[src/rtl/markov_pkg.sv]
// markov_pkg: shared widths, FSM states and LFSR constants for the Markov sampler and table learner.
package markov_pkg;
  localparam int TOKEN_W_DEF = 8;
  localparam int COUNT_W_DEF = 8;
  localparam int ADDR_W_DEF = 4;
  localparam logic [15:0] LFSR_TAPS = 16'hB400;
  localparam logic [15:0] LFSR_SEED = 16'hACE1;
  typedef enum logic [2:0] {IDLE, SUM, DRAW, PICK, FINISH} state_e;
  function automatic logic [15:0] lfsr_next(input logic [15:0] v);
    return {v[14:0], ^(v & LFSR_TAPS)};
  endfunction
endpackage

[src/rtl/markov_lfsr16.sv]
// markov_lfsr16: 16-bit Fibonacci LFSR; a zero seed maps to the default seed so it never locks up.
module markov_lfsr16 import markov_pkg::*; (
  input  logic        clk,
  input  logic        reset,
  input  logic        load,
  input  logic [15:0] seed,
  input  logic        step,
  output logic [15:0] value
);
  logic [15:0] value_q, value_d;
  always_comb value_d = load ? ((seed == '0) ? LFSR_SEED : seed) : step ? lfsr_next(value_q) : value_q;
  always_ff @(posedge clk or negedge reset)
    if (!reset) value_q <= LFSR_SEED;
    else value_q <= value_d;
  assign value = value_q;
endmodule

[src/rtl/markov_sampler.sv]
// markov_sampler: predicts the next token from a transition table, greedily (max count) or by weighted random draw.
module markov_sampler import markov_pkg::*; #(
  parameter int TOKEN_W = TOKEN_W_DEF,
  parameter int COUNT_W = COUNT_W_DEF,
  parameter int ADDR_W  = ADDR_W_DEF
) (
  input  logic               clk,
  input  logic               reset,
  input  logic               start,
  input  logic [TOKEN_W-1:0] cur_token,
  input  logic [ADDR_W:0]    list_len,
  input  logic               greedy,
  input  logic               seed_load,
  input  logic [15:0]        seed,
  output logic [ADDR_W-1:0]  tbl_addr,
  input  logic [TOKEN_W-1:0] tbl_from,
  input  logic [TOKEN_W-1:0] tbl_to,
  input  logic [COUNT_W-1:0] tbl_count,
  output logic               busy,
  output logic               done,
  output logic               valid,
  output logic [TOKEN_W-1:0] next_token
);
  localparam int DEPTH = 1 << ADDR_W;
  localparam int LW = ADDR_W + 1;
  localparam int SW = COUNT_W + ADDR_W + 1;
  localparam int PW = SW + 16;
  state_e state_q, state_d;
  logic [TOKEN_W-1:0] tok_q, tok_d, pick_q, pick_d, next_q, next_d;
  logic [LW-1:0] len_q, len_d, cnt_q, cnt_d, len_clamp;
  logic [ADDR_W-1:0] addr_q, addr_d;
  logic [SW-1:0] sum_q, sum_d, acc_q, acc_d, r_q, r_d, amt, sum_add, acc_add;
  logic [COUNT_W-1:0] max_q, max_d;
  logic greedy_q, greedy_d, found_q, found_d, done_q, done_d, valid_q, valid_d;
  logic match, have_data, last, step;
  logic [15:0] lfsr_value;
  logic [PW-1:0] prod;
  markov_lfsr16 u_lfsr (
    .clk  (clk),
    .reset(reset),
    .load (seed_load && state_q == IDLE),
    .seed (seed),
    .step (step),
    .value(lfsr_value)
  );
  assign len_clamp = (list_len > LW'(DEPTH)) ? LW'(DEPTH) : list_len;
  assign match = tbl_from == tok_q;
  assign amt = match ? SW'(tbl_count) : '0;
  assign sum_add = sum_q + amt;
  assign acc_add = acc_q + amt;
  // table data lags the address by one cycle, so cnt_q indexes the entry arriving now plus one
  assign have_data = cnt_q != '0;
  assign last = cnt_q == len_q;
  assign prod = PW'(lfsr_value) * PW'(sum_q);
  always_comb begin
    state_d = state_q;
    tok_d = tok_q;
    len_d = len_q;
    greedy_d = greedy_q;
    cnt_d = cnt_q;
    addr_d = addr_q;
    sum_d = sum_q;
    acc_d = acc_q;
    r_d = r_q;
    max_d = max_q;
    pick_d = pick_q;
    found_d = found_q;
    done_d = 1'b0;
    valid_d = valid_q;
    next_d = next_q;
    step = 1'b0;
    case (state_q)
      IDLE: if (start) begin
        tok_d = cur_token;
        len_d = len_clamp;
        greedy_d = greedy;
        valid_d = 1'b0;
        sum_d = '0;
        acc_d = '0;
        max_d = '0;
        pick_d = '0;
        found_d = 1'b0;
        cnt_d = '0;
        addr_d = '0;
        state_d = (len_clamp == '0) ? FINISH : SUM;
      end
      SUM: begin
        cnt_d = cnt_q + 1'b1;
        addr_d = ADDR_W'(cnt_q + 1'b1);
        if (have_data) begin
          sum_d = sum_add;
          if (match && tbl_count > max_q) begin
            max_d = tbl_count;
            pick_d = tbl_to;
          end
        end
        if (last) begin
          cnt_d = '0;
          addr_d = '0;
          found_d = greedy_q && sum_add != '0;
          state_d = (greedy_q || sum_add == '0) ? FINISH : DRAW;
        end
      end
      DRAW: begin
        r_d = SW'(prod >> 16);
        step = 1'b1;
        cnt_d = '0;
        addr_d = '0;
        state_d = PICK;
      end
      PICK: begin
        cnt_d = cnt_q + 1'b1;
        addr_d = ADDR_W'(cnt_q + 1'b1);
        if (have_data) begin
          acc_d = acc_add;
          if (match && acc_add > r_q) begin
            pick_d = tbl_to;
            found_d = 1'b1;
            state_d = FINISH;
          end else if (last) state_d = FINISH;
        end
      end
      FINISH: begin
        done_d = 1'b1;
        valid_d = found_q;
        next_d = found_q ? pick_q : next_q;
        addr_d = '0;
        state_d = IDLE;
      end
      default: state_d = IDLE;
    endcase
  end
  always_ff @(posedge clk or negedge reset)
    if (!reset) begin
      state_q <= IDLE;
      tok_q <= '0;
      len_q <= '0;
      greedy_q <= 1'b0;
      cnt_q <= '0;
      addr_q <= '0;
      sum_q <= '0;
      acc_q <= '0;
      r_q <= '0;
      max_q <= '0;
      pick_q <= '0;
      found_q <= 1'b0;
      done_q <= 1'b0;
      valid_q <= 1'b0;
      next_q <= '0;
    end else begin
      state_q <= state_d;
      tok_q <= tok_d;
      len_q <= len_d;
      greedy_q <= greedy_d;
      cnt_q <= cnt_d;
      addr_q <= addr_d;
      sum_q <= sum_d;
      acc_q <= acc_d;
      r_q <= r_d;
      max_q <= max_d;
      pick_q <= pick_d;
      found_q <= found_d;
      done_q <= done_d;
      valid_q <= valid_d;
      next_q <= next_d;
    end
  assign tbl_addr = addr_q;
  assign busy = state_q != IDLE;
  assign done = done_q;
  assign valid = valid_q;
  assign next_token = next_q;
endmodule

[config.mk]
export PLATFORM = sky130hd
export DESIGN_NAME = markov_sampler
export DESIGN_NICKNAME = d
export VERILOG_FILES = /design/src/rtl/markov_pkg.sv /design/src/rtl/markov_lfsr16.sv /design/src/rtl/markov_sampler.sv
export SDC_FILE = /design/constraint.sdc
export NUM_CORES = 1
export LEC_CHECK = 0
export BUFFER_PORTS_ARGS = -buffer_cell sky130_fd_sc_hd__buf_4
export CORE_ASPECT_RATIO = 0.9
export CORE_MARGIN = 10
export CORE_UTILIZATION = 35
export CTS_BUF_LIST = sky130_fd_sc_hd__clkbuf_16
export DETAILED_ROUTE_END_ITERATION = 8
export MAX_ROUTING_LAYER = met4
export PLACE_DENSITY = 0.47
export SLEW_MARGIN = 5
export SYNTH_ARGS = -nofsm -noshare
export SYNTH_HDL_FRONTEND = slang
export SYNTH_HIERARCHICAL = 1
export SYNTH_SLANG_ARGS = --single-unit
[constraint.sdc]
create_clock -name clk -period 9.4 [get_ports clk]
set_input_delay 2.35 -clock clk [delete_from_list [all_inputs] [get_ports clk]]
set_output_delay 2.35 -clock clk [all_outputs]
set_load 0.05 [all_outputs]
# Word-level counts from Yosys, hierarchy flattened
# Cells that the tools add are included.
# word_totals
ff_bits,108
wordCells,109
inputBits,58
out_inout_bits,15
# classes
muxes,41
reduce_logical,32
addsub,3
n_mul,1
n_eq_ne,13
magnitude_cmp,3
# op_table
op,count
8-bit two-way mux,8
13-bit case mux with 2 select lines,2
16-bit two-way mux,3
13-bit two-way mux,3
16-bit by 13-bit multiplier with 29-bit output,1
13-bit by 8-bit adder with 13-bit output,2
8-bit case mux with 3 select lines,1
3-bit two-way mux,7
5-bit case mux with 4 select lines,1
16-bit zero test,1
4-bit case mux with 4 select lines,1
8-bit case mux with 2 select lines,1
16-bit parity,1
5-bit two-way mux,3
13-bit greater-than comparator,1
13-bit zero test,1
13-bit nonzero test,1
2-bit inequality test (second input constant),6
3-bit case mux with 4 select lines,1
2-bit AND reduction,5
8-bit equality test,1
8-bit greater-than comparator,1
4-bit two-way mux,2
4-bit AND reduction,2
22 further kinds,37

# Depth between registers and ports, before layout
# Gate-level depths: netlist (run 1).
# logic_depth
word_depth,8
mapped_depth,22
depth_no_buf,22

# By module
# The synthesis (run 1) kept the hierarchy.
# by_module_without_submodules
mod,seq_area_each_um2,instances,cells_per_inst,area_each_um2
markov_sampler,2302.2,1,1269,11548.6
markov_lfsr16,410.4,1,71,847.1

# Worst setup path before layout (run 1)
# No wires, ideal clock.
# synth_timing
kind,input to register
startpoint,input tbl_from[5]
endpoint,register found_q
cell_stages,21
setup_slack_ns,2.907
setup_ns,0.101
path_buffers,0
required_time_ns,9.299
arrival_time_ns,6.392
cell_sequence,xnor2_1 > nand4_1 > nor2_1 > and2_1 > fa_1 > a21o_1 > a21oi_1 > o21bai_1 > a21oi_1 > o21bai_1 > a21oi_1 > nor2_1 > xor2_1 > ha_1 > nand4_1 > a211o_1 > o2111ai_1 > o221ai_1 > or4_1 > nor2b_1 > o32ai_1
# synth_between
elab_chain_cells,7
word_cells_on_any_way,12
cone_classes,2 x add/sub; 1 x order compare; 2 x eq/ne; 3 x mux; 4 x reduce/logical
# synth_rtl
item,line_no,rtl
from (decl),markov_sampler.sv:16,"input logic [TOKEN_W-1:0] tbl_from,"
8-bit equality test *,markov_sampler.sv:47,assign match = tbl_from == tok_q;
8-bit two-way mux,markov_sampler.sv:48,assign amt = match ? SW'(tbl_count) : '0;
"13-bit by 8-bit adder with 13-bit output, on equally long branches","markov_sampler.sv:50, markov_sampler.sv:49",
13-bit greater-than comparator or 13-bit nonzero test (tied branches),"markov_sampler.sv:116, markov_sampler.sv:100",
"1-bit logical AND, on equally long branches","markov_sampler.sv:116, markov_sampler.sv:100",
2-bit inequality test (no line) or 1-bit two-way mux (tied branches),-,
5-bit AND reduction (no line) or 1-bit case mux with 3 select lines (tied branches),-,
to (signal assigned),markov_sampler.sv:162,found_q <= found_d;
to (decl),markov_sampler.sv:34,"logic greedy_q, greedy_d, found_q, found_d, done_q, done_d, valid_q, valid_d;"
# Mark *: on every way between the ends. The rest lies on a longest branch, timed or not. The select of a mux whose other input is x is not followed.
# A chain may end at the register's enable or synchronous reset.

# Final worst setup path (run 1)
# layout_timing
startpoint,input tbl_from[3]
endpoint,register found_q
# The elaborated chain is that of the path after synthesis.

==> flow_summary_export.csv, run 1 <==
group,metric,value,unit
worst_setup_path,critPathRequiredTime,9.67,ns
floorplan,num_io_pins,73,
logic_synthesis,synth_cells,1340,
clocking,post-cts-setup-buffer-count,0,
worst_setup_path,r2r-start,"sum_q[8]",
logic_synthesis,syn_area_per_cell,9.25,um^2
logic_synthesis,yosysSeqAreaShare,21.9,%
clocking,path_clk_slew,0.07,ns
routing,vias,9000,
worst_setup_path,path_max_fanout,8,
floorplan,die_w,218,um
job,maxCapViolCount,0,
logic_synthesis,synth_cell_types,60,
logic_synthesis,synth_async_sr_flop_share,100,%
worst_setup_path,crit_path_start,"tbl_from[3]",
outcome,status,"finished, final reports clean",
cells_and_area,area_growth,9.55,%
routing,avgRoutedWirePerCell,17.6,um
logic_synthesis,yosys-top-cells-area,"fa_1 25%, dfrtp_1 20%, ha_1 11%, inv_1 7.0%, nand2_1 5.5%",
clocking,tritoncts,"yes",
place,dp_hpwl,25300,um
power,p_per_area,163,nW/um^2
cells_and_area,fin_util,38.8,%
logic_synthesis,yosysMostFrequentCell,"inv_1",
worst_setup_path,rrSetupSlack,2.92,ns
worst_setup_path,reg2reg_to,"r_q[10]",
sta,worst_slew_pin_slew,1.19,ns
worst_setup_path,r2r_cells,18,
sta,rsz0062_at_grt,"no",
routing,wl,32500,um
sta,clock.fmax,0.139,GHz
grt,antenna_found_initial,0,
sta,fin_skew,0.0108,ns
routing,ant_nets,0,
worst_setup_path,critPathArrivalTime,7.46,ns
logic_synthesis,yosysTopAreaCell,"fa_1",
power,peakVddDrop,0.0000940,V
cells_and_area,antenna_cells,0,
floorplan,rows,65,
logic_synthesis,synth_edf_count,0,
sta,layout_min_cycle_time,7.19,ns
min_path,hold_class,"reg2reg",
sta,fin_setup_tns,0,ns
sta,final_hold_viol_count,0,
sta,setup_viol,0,
worst_setup_path,setup.worst_path.end_class,"flip-flop",
sta,relSlewSlack,20.7,%
worst_setup_path,criticalPathCategory,"in2reg",
cells_and_area,fillers,3581,
grt,grt_pass1_vias,9309,
routing,drt_iter0_markers,444,
grt,grt_overflow_total,0,
clocking,cts_resized,0,
clocking,htreeDepth,3,
logic_synthesis,ys_ff_latch,108,
logic_synthesis,yosysWarnings,6,
sta,post-route-period-util,76.5,%
worst_setup_path,crit_end,"found_q",
logic_synthesis,synthTopCellsByCount,"232 x inv_1, 183 x nand2_1, 155 x fa_1",
grt,track_usage,16.0,%
clocking,cts_buffers,9,
floorplan,die_y,199,um
routing,drcViolationCount,0,
worst_setup_path,start_kind,"primary input",
cells_and_area,final_layout_size_suffix_gt1_share,10.4,%
sta,final-max-slew-violation-count,0,
grt,grt_max_degree,70,
logic_synthesis,netlist_area,12400,um^2
logic_synthesis,synth_top_flop_cell,"dfrtp_1",
routing,vias_per_cell,4.89,
floorplan,core_area,35000,um^2
clocking,clkLatencyLatePin,0.37,ns
grt,grt_pass1_wl,53600,um
cells_and_area,nNetsFinal,1688,
power,leakagePower,6.88,nW
clocking,clk_path_buf_depth,2,
floorplan,initial_core_util,35.4,%
clocking,numClockSinks,108,
clocking,cts_hold_buf,0,
logic_synthesis,synth_nets,1662,
routing,first_pass_iters,5,
clocking,clock_tree.root_cell,"clkbuf_16",
place,port_buffers,72,
place,gp_congestion,0.785,
floorplan,dieArea,43400,um^2
logic_synthesis,synth_top_area_share,25.0,%
[registers in the layout, indices dropped and copies added, names as in the netlist, 5 cells and up]
register      cells
tok_q             8
max_q             8
pick_q            8
r_q              13
cnt_q             5
u_lfsr/value     16
next_token        8
len_q             5
acc_q            13
sum_q            13
[final cells by class]
cell class                 count  area [um^2]  area share [%]
clock buffer                   9          225            1.66
tap                          469          587            4.32
inverter                     232          871            6.41
sequential                   108         2710            20.0
clock inverter                 7         51.3           0.378
multi-input combinational    939         8560            63.1
timing repair buffer          76          571            4.20
[worst min-delay path by stage]
| stage | startpoint | endpoint | depth (start not counted) |
|---|---|---|---|
| global placement | r_q[11] | r_q[11] | 2 |
| floorplan | r_q[11] | r_q[11] | 2 |
| global route | r_q[9] | r_q[9] | 2 |
| finish | tbl_addr[3] | tbl_addr[3] | 1 |
| detailed placement | r_q[11] | r_q[11] | 2 |
| CTS | r_q[11] | r_q[11] | 2 |
[kinds of logic (layout without fill, tap and decap cells)]
kind of cell             Yosys count  after routing  synth area share (%)
AO/OA/AOI/OAI                    192            192                  10.2
XOR/XNOR                          50             50                  3.53
multiplexers                      43             43                  3.74
AND/OR/NAND/NOR                  390            390                  15.5
buffers and inverters            293            324                  9.04
flip-flops                       108            108                  21.9
adder cells (fa/ha/maj)          264            264                  36.0
[through the flow]
stage	instance area, um^2	setup WS, ns	total power [mW]	hold slack [ns]	cells
final	13600	2.21	2.22	0.487	1840
after global routing	13600	1.80	2.41	0.517	1840
after global placement	13300	1.91	1.86	0.464	1824
after detailed placement	13300	1.83	1.86	0.472	1824
after floorplan	12400	2.91	1.49	0.450	1340
after CTS	13600	2.24	2.24	0.488	1840
[placed cells by master (no fill, tap or decap), types with 8 or more instances in the layout]
master	instances
clkbuf_16	9
nand2b_1	8
dfrtp_1	100
ha_1	109
xnor2_1	35
o21ai_0	60
nand2_1	183
nor3_1	12
o21a_1	8
buf_4	76
inv_1	232
nor2_1	23
xor2_1	15
a21oi_1	38
dfstp_2	8
mux2_2	23
nand4_1	9
a21o_1	19
mux2i_1	19
a22o_1	21
fa_1	155
and2_1	98
nand3_1	16
[worst max-delay path, stage by stage]
cell,delay (ns)
buf_4,0.11
xnor2_1,0.13
nand4_1,0.33
nor2_1,0.45
and2_1,0.22
ha_1,0.26
a21o_1,0.19
a21oi_1,0.21
o21bai_1,0.09
a21oi_1,0.25
o21bai_1,0.10
a21oi_1,0.61
nor2_1,0.13
xor2_1,0.17
ha_1,0.29
nand4_1,0.16
a211o_1,0.30
o2111ai_1,0.08
o221ai_1,0.20
or4_1,0.46
nor2b_1,0.15
o32ai_1,0.20
[per-layer routing]
metal / vias up / global-route usage (%) / wire, um
li1: 4319 / - / -
met2: 115 / 23.2 / 14300
met1: 4554 / 23.9 / 17000
met5: - / - / 0
met4: 0 / 2.13 / 192
met3: 12 / 1.90 / 1010
[power breakdown]
| part | internal [mW] | switching (mW) | total, mW |
|---|---|---|---|
| registers | 0.628 | 0.293 | 0.921 |
| clock network | 0.181 | 0.187 | 0.368 |
| logic | 0.378 | 0.552 | 0.930 |
Note: power is estimated with default switching activity, not from simulation.
==> run 2, diff against run 1 <==
Clock period 9.4 ns to 7.3 ns, I/O delays scaled along.
==> flow_summary_export.csv, run 2 (synthesized netlist as in run 1, its figures left out) <==
group,metric,value,unit
grt,grt_pass1_wl,53900,um
cells_and_area,final_common_cell,"inv_1",
routing,vias,9045,
grt,track_usage,16.2,%
routing,drcViolationCount,0,
worst_setup_path,path_max_fanout,8,
grt,antenna_found_initial,0,
routing,wl,33000,um
cells_and_area,fin_cells,1851,
cells_and_area,antenna_cells,0,
routing,first_pass_iters,5,
sta,worst_slew_pin_slew,1.05,ns
power,p_per_area,211,nW/um^2
sta,setup_viol,0,
min_path,hold_class,"reg2reg",
cells_and_area,nNetsFinal,1699,
worst_setup_path,setup.worst_path.end_class,"flip-flop",
sta,relSlewSlack,30.2,%
floorplan,initial_core_util,35.4,%
cells_and_area,seqCellArea,2710,um^2
worst_setup_path,criticalPathCategory,"in2reg",
floorplan,core_area,35000,um^2
job,maxCapViolCount,0,
clocking,clk_path_buf_depth,2,
place,dp_hpwl,25800,um
grt,grt_max_degree,61,
clocking,clkLatencyLatePin,0.38,ns
floorplan,die_y,199,um
sta,final-max-slew-violation-count,0,
power,leakagePower,6.95,nW
sta,final_hold_viol_count,0,
floorplan,die_w,218,um
cells_and_area,fillers,3553,
sta,layout_min_cycle_time,6.42,ns
clocking,numClockSinks,108,
routing,vias_per_cell,4.89,
cells_and_area,largest_reg_flops,16,
grt,grt.met2_usage,23.3,%
clocking,cts_resized,0,
grt,grt_pass1_vias,9384,
routing,drt_iter0_markers,618,
place,port_buffers,72,
power,peakVddDrop,0.000129,V
floorplan,rows,65,
place,placed_cells_incl_taps,1835,
cells_and_area,mostFrequentLayoutCells,"233 x inv_1, 183 x nand2_1, 155 x fa_1",
sta,fin_skew,0.0136,ns
sta,clock.fmax,0.156,GHz
cells_and_area,area_growth,10.2,%
routing,avgRoutedWirePerCell,17.8,um
worst_setup_path,critPathArrivalTime,6.70,ns
floorplan,dieArea,43400,um^2
cells_and_area,final_layout_size_suffix_gt1_share,11.1,%
cells_and_area,multi_input_area,8560,um^2
sta,fin_setup_tns,0,ns
clocking,post-cts-setup-buffer-count,0,
floorplan,num_io_pins,73,
sta,post-route-period-util,88.0,%
grt,grt_busiest_layer,"met1",
worst_setup_path,start_kind,"primary input",
cells_and_area,stdcell_area,13700,um^2
clocking,cts_hold_buf,0,
clocking,cts_buffers,9,
clocking,htreeDepth,3,
grt,use_met1,23.7,%
worst_setup_path,critPathRequiredTime,7.58,ns
routing,ant_nets,0,
grt,grt_use_met3,2.41,%
clocking,clock_tree.root_cell,"clkbuf_16",
place,dpl_cell_area,13400,um^2
sta,rsz0062_at_grt,"no",
outcome,status,"finished, final reports clean",
clocking,tritoncts,"yes",
grt,grt_overflow_total,0,
clocking,path_clk_slew,0.08,ns
place,gp_congestion,0.819,
-- run 2: area by class of cell --
class                      count  area share, %
multi-input combinational    939           62.7
sequential                   108           19.9
inverter                     232           6.37
timing repair buffer          87           4.78
tap                          469           4.30
clock buffer                   9           1.65
clock inverter                 7          0.375
-- run 2: per-stage QoR --
step / util [%] / hold slack [ns] / total power, mW / setup slack [ns]
final: 39.1 / 0.486 / 2.88 / 0.876
after global routing: 39.1 / 0.518 / 3.11 / 0.383
after CTS: 39.1 / 0.490 / 2.92 / 0.918
after detailed placement: 38.3 / 0.473 / 2.42 / 0.537
after global placement: 38.3 / 0.469 / 2.41 / 0.629
after floorplan: - / 0.450 / 1.92 / 1.33
-- run 2: path summary, 6_finish.rpt --
path	start	end	slack [ns]	depth (start not counted)
worst max-delay path	tbl_from[1]	found_q	0.88	23
worst min-delay path	tbl_addr[1]	tbl_addr[1]	0.49	2
worst max register to register	sum_q[7]	r_q[10]	1.04	18
worst min register to register	tbl_addr[1]	tbl_addr[1]	0.49	2
max in group asynchronous	reset	acc_q[2]	4.52	2
min in group asynchronous	reset	next_token[7]	1.46	1
-- run 2: report_power, final --
| group | switching, mW | total [mW] | internal (mW) |
|---|---|---|---|
| Clock | 0.252 | 0.487 | 0.234 |
| Sequential | 0.364 | 1.17 | 0.809 |
| Combinational | 0.714 | 1.22 | 0.505 |
-- run 2: layer usage --
| metal | wire length, um | vias to the layer above |
|---|---|---|
| met4 | 306 | 0 |
| met1 | 17000 | 4519 |
| met3 | 1340 | 25 |
| li1 | - | 4336 |
| met5 | 0 | - |
| met2 | 14400 | 165 |
-- run 2: worst max-delay path, cell delays in order --
cell,delay (ns)
buf_4,0.11
xnor2_1,0.12
nand4_1,0.26
nor2_1,0.51
and2_1,0.23
ha_1,0.26
a21o_1,0.19
a21oi_1,0.23
o21bai_1,0.09
a21oi_1,0.25
o21bai_1,0.10
a21oi_1,0.15
buf_4,0.18
nor2_1,0.06
xor2_1,0.14
ha_1,0.31
nand4_1,0.16
a211o_1,0.30
o2111ai_1,0.10
o221ai_1,0.28
or4_1,0.48
nor2b_1,0.15
o32ai_1,0.22
